==> config.mk <==
export PLATFORM = sky130hd
export DESIGN_NAME = i2s_stereo_streamer
export DESIGN_NICKNAME = d
export VERILOG_FILES = /design/src/rtl/audio_pkg.sv /design/src/rtl/sample_fifo.sv /design/src/rtl/i2s_stereo_streamer.sv
export SDC_FILE = /design/constraint.sdc
export NUM_CORES = 1
export LEC_CHECK = 0
export BUFFER_PORTS_ARGS = -buffer_cell sky130_fd_sc_hd__buf_2
export CAP_MARGIN = 40
export CORE_UTILIZATION = 30
export CTS_CLUSTER_SIZE = 20
export DETAILED_ROUTE_END_ITERATION = 8
export HOLD_SLACK_MARGIN = 0.12
export PLACE_DENSITY_LB_ADDON = 0.08
export SLEW_MARGIN = 40
export SYNTH_ARGS = -nofsm -noshare
export SYNTH_HDL_FRONTEND = slang
export SYNTH_SLANG_ARGS = --single-unit
==> constraint.sdc <==
create_clock -name clk -period 4 [get_ports clk]
set_clock_uncertainty 0.1 [all_clocks]
set_input_delay 0.6 -clock clk [delete_from_list [all_inputs] [get_ports clk]]
set_output_delay 0.6 -clock clk [all_outputs]
set_load 0.03 [all_outputs]
==> src/rtl/audio_pkg.sv <==
// Shared audio types and default geometry for the codec DAC path.
// The frame type is fixed at the default sample width; parameterised blocks carry frames as flat vectors.
package audio_pkg;

    localparam int DEF_SAMPLE_WIDTH = 16;
    localparam int DEF_SLOT_WIDTH   = 32;
    localparam int DEF_BCLK_DIV     = 18;
    localparam int DEF_FIFO_DEPTH   = 4;

    typedef enum logic {
        FMT_LJ  = 1'b0,
        FMT_I2S = 1'b1
    } fmt_e;

    typedef struct packed {
        logic [DEF_SAMPLE_WIDTH-1:0] left;
        logic [DEF_SAMPLE_WIDTH-1:0] right;
    } frame_t;

endpackage

==> src/rtl/sample_fifo.sv <==
// Synchronous frame FIFO with occupancy output; pop never bypasses a same-cycle push.
module sample_fifo #(
    parameter int WIDTH = 32,
    parameter int DEPTH = 4
) (
    input  logic                   clk,
    input  logic                   rst_n,
    input  logic                   push,
    input  logic                   pop,
    input  logic [WIDTH-1:0]       wr_data,
    output logic [WIDTH-1:0]       rd_data,
    output logic                   full,
    output logic                   empty,
    output logic [$clog2(DEPTH):0] level
);

    localparam int AW = $clog2(DEPTH);
    localparam logic [AW-1:0] PTR_STEP = AW'(1'b1);
    localparam logic [AW:0]   CNT_STEP = (AW+1)'(1'b1);
    localparam logic [AW:0]   CNT_FULL = (AW+1)'(DEPTH);

    logic [WIDTH-1:0] mem_r [DEPTH];
    logic [AW-1:0]    wr_ptr_r;
    logic [AW-1:0]    rd_ptr_r;
    logic [AW:0]      count_r;
    logic             do_push_s;
    logic             do_pop_s;

    assign full      = (count_r == CNT_FULL);
    assign empty     = (count_r == {(AW+1){1'b0}});
    assign do_push_s = push & ~full;
    assign do_pop_s  = pop & ~empty;
    assign rd_data   = mem_r[rd_ptr_r];
    assign level     = count_r;

    // Storage, pointers (wrap naturally at power-of-two depth) and occupancy.
    always_ff @(posedge clk or negedge rst_n) begin
        if (!rst_n) begin
            for (int i = 0; i < DEPTH; i++) begin
                mem_r[i] <= {WIDTH{1'b0}};
            end
            wr_ptr_r <= {AW{1'b0}};
            rd_ptr_r <= {AW{1'b0}};
            count_r  <= {(AW+1){1'b0}};
        end else begin
            if (do_push_s) begin
                mem_r[wr_ptr_r] <= wr_data;
                wr_ptr_r        <= wr_ptr_r + PTR_STEP;
            end
            if (do_pop_s) begin
                rd_ptr_r <= rd_ptr_r + PTR_STEP;
            end
            case ({do_push_s, do_pop_s})
                2'b10:   count_r <= count_r + CNT_STEP;
                2'b01:   count_r <= count_r - CNT_STEP;
                default: count_r <= count_r;
            endcase
        end
    end

endmodule

==> src/rtl/i2s_stereo_streamer.sv <==
// Stereo DAC serialiser: derives BCLK/DACLRCK from the master clock and shifts buffered
// PCM frames out MSB-first in I2S or left-justified format, emitting silence on underrun.
module i2s_stereo_streamer
    import audio_pkg::*;
#(
    parameter int SAMPLE_WIDTH = DEF_SAMPLE_WIDTH,
    parameter int SLOT_WIDTH   = DEF_SLOT_WIDTH,
    parameter int BCLK_DIV     = DEF_BCLK_DIV,
    parameter int FIFO_DEPTH   = DEF_FIFO_DEPTH
) (
    input  logic                          clk,
    input  logic                          rst_n,
    input  logic                          enable,
    input  logic                          fmt_i2s,
    input  logic                          s_valid,
    output logic                          s_ready,
    input  logic [SAMPLE_WIDTH-1:0]       s_left,
    input  logic [SAMPLE_WIDTH-1:0]       s_right,
    output logic [$clog2(FIFO_DEPTH):0]   fifo_level,
    output logic                          underrun,
    output logic                          aud_bclk,
    output logic                          aud_daclrck,
    output logic                          aud_dacdat
);

    localparam int FW = 2 * SAMPLE_WIDTH;
    localparam int DW = $clog2(BCLK_DIV);
    localparam int PW = $clog2(SLOT_WIDTH);
    localparam logic [DW-1:0] DIV_LAST = DW'(BCLK_DIV - 1);
    localparam logic [DW-1:0] DIV_STEP = DW'(1'b1);
    localparam logic [PW-1:0] POS_LAST = PW'(SLOT_WIDTH - 1);
    localparam logic [PW-1:0] POS_STEP = PW'(1'b1);
    localparam logic [SAMPLE_WIDTH-1:0] MSB_MASK = {1'b1, {(SAMPLE_WIDTH-1){1'b0}}};

    logic             run_r;
    logic [DW-1:0]    div_r;
    logic             bclk_r;
    logic             lrck_r;
    logic [PW-1:0]    pos_r;
    logic [FW-1:0]    frame_r;
    fmt_e             fmt_r;
    logic             dacdat_r;
    logic             underrun_r;

    logic [DW-1:0]    div_nxt;
    logic             bclk_nxt;
    logic             lrck_nxt;
    logic [PW-1:0]    pos_nxt;
    logic [FW-1:0]    frame_nxt;
    fmt_e             fmt_nxt;
    logic             dacdat_nxt;
    logic             start_s;
    logic             frame_start_s;
    logic [PW:0]      bit_off_s;
    logic [SAMPLE_WIDTH-1:0] sample_s;

    logic [FW-1:0]    head_s;
    logic             full_s;
    logic             empty_s;

    sample_fifo #(
        .WIDTH (FW),
        .DEPTH (FIFO_DEPTH)
    ) u_fifo (
        .clk     (clk),
        .rst_n   (rst_n),
        .push    (s_valid),
        .pop     (frame_start_s),
        .wr_data ({s_left, s_right}),
        .rd_data (head_s),
        .full    (full_s),
        .empty   (empty_s),
        .level   (fifo_level)
    );

    assign s_ready     = ~full_s;
    assign start_s     = enable & ~run_r;
    assign aud_bclk    = bclk_r;
    assign aud_daclrck = lrck_r;
    assign aud_dacdat  = dacdat_r;
    assign underrun    = underrun_r;

    // Next serial state; dacdat is derived from the next state so it tracks slot/frame updates in the same edge.
    always_comb begin
        div_nxt       = div_r;
        bclk_nxt      = bclk_r;
        lrck_nxt      = lrck_r;
        pos_nxt       = pos_r;
        frame_start_s = 1'b0;
        if (!enable) begin
            div_nxt  = {DW{1'b0}};
            bclk_nxt = 1'b0;
            lrck_nxt = 1'b0;
            pos_nxt  = {PW{1'b0}};
        end else if (start_s) begin
            div_nxt       = {DW{1'b0}};
            bclk_nxt      = 1'b0;
            lrck_nxt      = 1'b0;
            pos_nxt       = {PW{1'b0}};
            frame_start_s = 1'b1;
        end else if (div_r == DIV_LAST) begin
            div_nxt  = {DW{1'b0}};
            bclk_nxt = ~bclk_r;
            if (bclk_r && (pos_r == POS_LAST)) begin
                pos_nxt       = {PW{1'b0}};
                lrck_nxt      = ~lrck_r;
                frame_start_s = lrck_r;
            end else if (bclk_r) begin
                pos_nxt = pos_r + POS_STEP;
            end else begin
                pos_nxt = pos_r;
            end
        end else begin
            div_nxt = div_r + DIV_STEP;
        end

        if (!enable) begin
            frame_nxt = {FW{1'b0}};
            fmt_nxt   = FMT_LJ;
        end else if (frame_start_s) begin
            frame_nxt = empty_s ? {FW{1'b0}} : head_s;
            fmt_nxt   = fmt_e'(fmt_i2s);
        end else begin
            frame_nxt = frame_r;
            fmt_nxt   = fmt_r;
        end

        sample_s  = lrck_nxt ? frame_nxt[SAMPLE_WIDTH-1:0] : frame_nxt[FW-1:SAMPLE_WIDTH];
        // I2S at p=0 wraps the offset to a huge value, which shifts the mask out and yields 0.
        bit_off_s  = {1'b0, pos_nxt} - {{PW{1'b0}}, (fmt_nxt == FMT_I2S)};
        dacdat_nxt = |(sample_s & (MSB_MASK >> bit_off_s));
    end

    // Serial state and registered codec pins.
    always_ff @(posedge clk or negedge rst_n) begin
        if (!rst_n) begin
            run_r      <= 1'b0;
            div_r      <= {DW{1'b0}};
            bclk_r     <= 1'b0;
            lrck_r     <= 1'b0;
            pos_r      <= {PW{1'b0}};
            frame_r    <= {FW{1'b0}};
            fmt_r      <= FMT_LJ;
            dacdat_r   <= 1'b0;
            underrun_r <= 1'b0;
        end else begin
            run_r      <= enable;
            div_r      <= div_nxt;
            bclk_r     <= bclk_nxt;
            lrck_r     <= lrck_nxt;
            pos_r      <= pos_nxt;
            frame_r    <= frame_nxt;
            fmt_r      <= fmt_nxt;
            dacdat_r   <= dacdat_nxt;
            underrun_r <= frame_start_s & empty_s;
        end
    end

endmodule

==> results.tsv <==
stage	metric	value	unit
clock_network	Clock Latency Late Sink	0.43	ns
power	switching power	2.336	mW
yosys	area of the mapped netlist	0.008488	sq mm
critical_path	CP max stage delay	0.43	ns
global_route	Total Routing Usage GR	15.06	%
clock_network	TritonCTS clock tree	yes	
global_route	global-route wire length before repair	32670	um
yosys	asr flop ratio synth	100.0	%
placed_design	PortBufs	44	
route	WL final	20260	um
yosys	Synth Net Count	663	
power	PD cells	751.0	mW/mm^2
yosys	Synth warnings	0	
flow_run	Max Cap Viol	0	
power	clock share of power	23.9	%
clock_network	Worst-path clk slew	0.08	ns
yosys	post-synthesis cell type count	58	
critical_path	Worst Setup End Kind	register	
layout	Final nets	705	
die	DIE WIDTH	170.2	um
power	peak supply drop	0.2815	mV
clock_network	post-CTS setup buffer count	0	
clock_network	clock sinks	183	
layout	post-layout instance area	0.009839	sq mm
power	Logic pwr share	35.3	%
yosys	sequential share of the synthesized area	53.95	%
clock_network	cts bufs inserted	17	
timing	final hold vios	0	
timing	Setup TNS Final	0	ns
route	Wirelength per Cell	19.37	um
hold_path	HP Class	input pin to register	
timing	fin crit period	3.741	ns
yosys	number of synthesized flops with an enable pin	0	
layout	most frequent cells in the layout	dfrtp_1 (182), mux2_2 (131), buf_2 (43)	
die	die area	0.02897	sq mm
die	starting density of the core	30.55	%
yosys	count of state elements after synthesis	183	
timing	Rel. slew slack	50.00	%
critical_path	Worst path most repeated cell	ha_1	
global_route	grt total ovfl	0	
clock_network	H-tree lvl count	4	
placed_design	Placed Area	0.009193	sq mm
timing	final setup fails	0	
yosys	Avg Inst Size Synth	13.85	sq um
critical_path	Slowest cell on crit path	dfrtp_1	
critical_path	CP Data Required Time	4.23	ns
timing	Worst-Margin Slew	0.7500	ns
die	IO Count	45	
yosys	Post-Syn Instances	613	
critical_path	arrival time worst endpoint	3.97	ns
critical_path	crit path cell chain	ha_1, and3_1, ha_1, and2_1, ha_1, a21boi_2, mux2i_1, nor2_1, ha_1, ha_2, or3_1, nor3_1, o31ai_1, nand4_1, o31ai_1, a211oi_2	
global_route	vias in the first global route	5616	
layout	Synth-to-Final Area Change	15.92	%
die	Die Ht	170.2	um
timing	final worst path period share	93.52	%
route	vias after detailed routing	5214	
critical_path	CP Max Fanout	8	
power	Net Sw Frac	31.61	%
power	Seq pwr share	40.8	%
critical_path	Worst setup SP type	register	
placed_design	gpl congestion	0.8948	
timing	maximum clock frequency	0.2673	GHz
yosys	Synth Flop Type	dfrtp_1	
layout	most common cell after layout, fill and taps aside	dfrtp_1	
die	core area	0.02778	sq mm
global_route	initial antenna violation count	0	
layout	share of layout cells above drive strength 1	39.97	%
clock_network	worst-case clock buffer depth	2	
timing	RSZ-0062 raised after global routing	false	
power	Pleak	4.183	nW
timing	Max Slew Vio Count	0	
critical_path	Worst Setup Path Type	register to register	
route	Initial DRC Count	333	
outcome	status	finished, final reports clean	
global_route	largest net degree at the start of global routing	91	
clock_network	root buf cell	clkbuf_16	
power	internal power	5.053	mW
route	Remaining DRCs	0	
route	Routed Antenna Nets	0	
layout	Inserted Diodes	0	
route	Pre-Repair DR Iteration Count	4	
placed_design	dpl hpwl	13200	um
die	# rows	61	
route	routed vias/inst	4.985	
==> critical path: cells and delay by family (launching register included) <==
| kind | cells | cell delay, ns |
|---|---|---|
| simple gates | 6 | 1.08 |
| compound gates | 4 | 0.58 |
| mux | 1 | 0.21 |
| fa+ha+maj | 5 | 1.25 |
| flops | 1 | 0.43 |
==> synthesized netlist by cell type, types with 2 or more instances <==
cell type	count	area [sq um]
nor4_1	2	12.51
o311ai_0	2	17.52
clkbuf_1	13	48.80
a211oi_2	2	25.02
a22oi_1	29	217.7
and2_1	8	50.05
mux2_2	131	1475
mux4_2	32	720.7
a221oi_1	3	26.28
mux2i_1	10	100.1
nand4bb_1	2	22.52
buf_1	16	60.06
buf_2	8	40.04
xor2_1	4	35.03
o211ai_1	4	30.03
a222oi_1	4	40.04
a22o_1	5	43.79
nand4b_1	2	17.52
nand3_1	8	40.04
dfrtp_1	183	4579
a31oi_1	2	12.51
o21ai_0	6	30.03
a211oi_1	2	15.01
inv_2	2	7.510
nor3_1	3	15.01
ha_1	12	150.1
a32oi_1	2	17.52
nand4_1	4	25.02
o31ai_1	3	22.52
a21oi_1	2	10.01
nor2_1	35	131.4
nand2_1	24	90.09
xnor2_1	8	70.07
nand2b_1	2	12.51
inv_1	14	52.55
or4_1	2	15.01
==> power groups by stage <==
stage	Clock, mW	Sequential [mW]	Combinational [mW]
2_1_floorplan	0	2.92	1.97
3_3_place_gp	0	2.99	2.64
3_5_place_dp	0	3.05	2.69
4_1_cts	1.84	3.02	2.69
5_1_grt	1.92	3.11	2.85
6_report	1.77	3.01	2.61
==> cells by family after synthesis <==
kind of cell    count (synthesis)  synth area share (%)
flops                         183                 53.95
mux                           174                 27.18
simple gates                  101                 6.000
compound gates                 75                 6.884
buf+inv                        54                 2.550
xor+xnor                       13                 1.430
fa+ha+maj                      13                 2.005
==> state kept, by name, summed over array words and instances (netlist names), 2 cells and up <==
name,cells
div_r,5
frame_r,32
pos_r,5
u_fifo.level,3
u_fifo.mem_r,128
u_fifo.rd_ptr_r,2
u_fifo.wr_ptr_r,2
==> metrics by stage <==
stage / power, mW / worst slack, ns / instances / hold WS (ns) / utilization, %
after detailed placement: 5.742 / 0.1859 / 1013 / 0.3888 / 33.09
final: 7.389 / 0.2592 / 1046 / 0.3392 / 35.42
after global routing: 7.879 / 0.005765 / 1046 / 0.3280 / 35.42
after global placement: 5.631 / 0.2774 / 1013 / 0.3811 / 33.08
after floorplan: 4.886 / 0.09274 / 613 / 0.2044 / -
after CTS: 7.548 / 0.1326 / 1046 / 0.3233 / 35.34
==> final cells by class <==
cell class | instances | area (sq um)
Sequential cell | 183 | 4581
Multi-Input combinational cell | 376 | 3725
Tap cell | 378 | 473.0
Inverter | 16 | 61.31
Timing Repair Buffer | 61 | 385.4
Clock inverter | 15 | 188.9
Clock buffer | 17 | 425.4
Fill cell | 2711 | 17940
==> path summary, 6_finish.rpt <==
kind,from,end,slack (ns),depth (start not counted)
min in group asynchronous,rst_n,u_fifo.wr_ptr_r[0],0.66,2
max in group asynchronous,rst_n,u_fifo.mem_r[53],2.34,3
max reg2reg,pos_r[0],aud_dacdat,0.26,16
max,pos_r[0],aud_dacdat,0.26,16
min reg2reg,u_fifo.mem_r[8],u_fifo.mem_r[8],0.40,1
min,s_left[15],u_fifo.mem_r[95],0.34,2
==> repair_timing <==
action                                 CTS  global route
gates resized for setup                  0             4
endpoints found under the hold margin   17             0
setup endpoints to repair                0             1
hold buffers                             1             0
==> metal layers <==
| layer | track usage [%] | share of wire, % | vias to the layer above | wire, um |
|---|---|---|---|---|
| met5 | 0 | 0 | - | 0 |
| met4 | 4.661 | 1.1 | 0 | 223 |
| met3 | 3.140 | 3.1 | 15 | 619 |
| met2 | 24.84 | 50 | 87 | 10160 |
| met1 | 19.80 | 46 | 2748 | 9251 |
| li1 | - | - | 2364 | - |
Power figures use the tool's default switching activity.
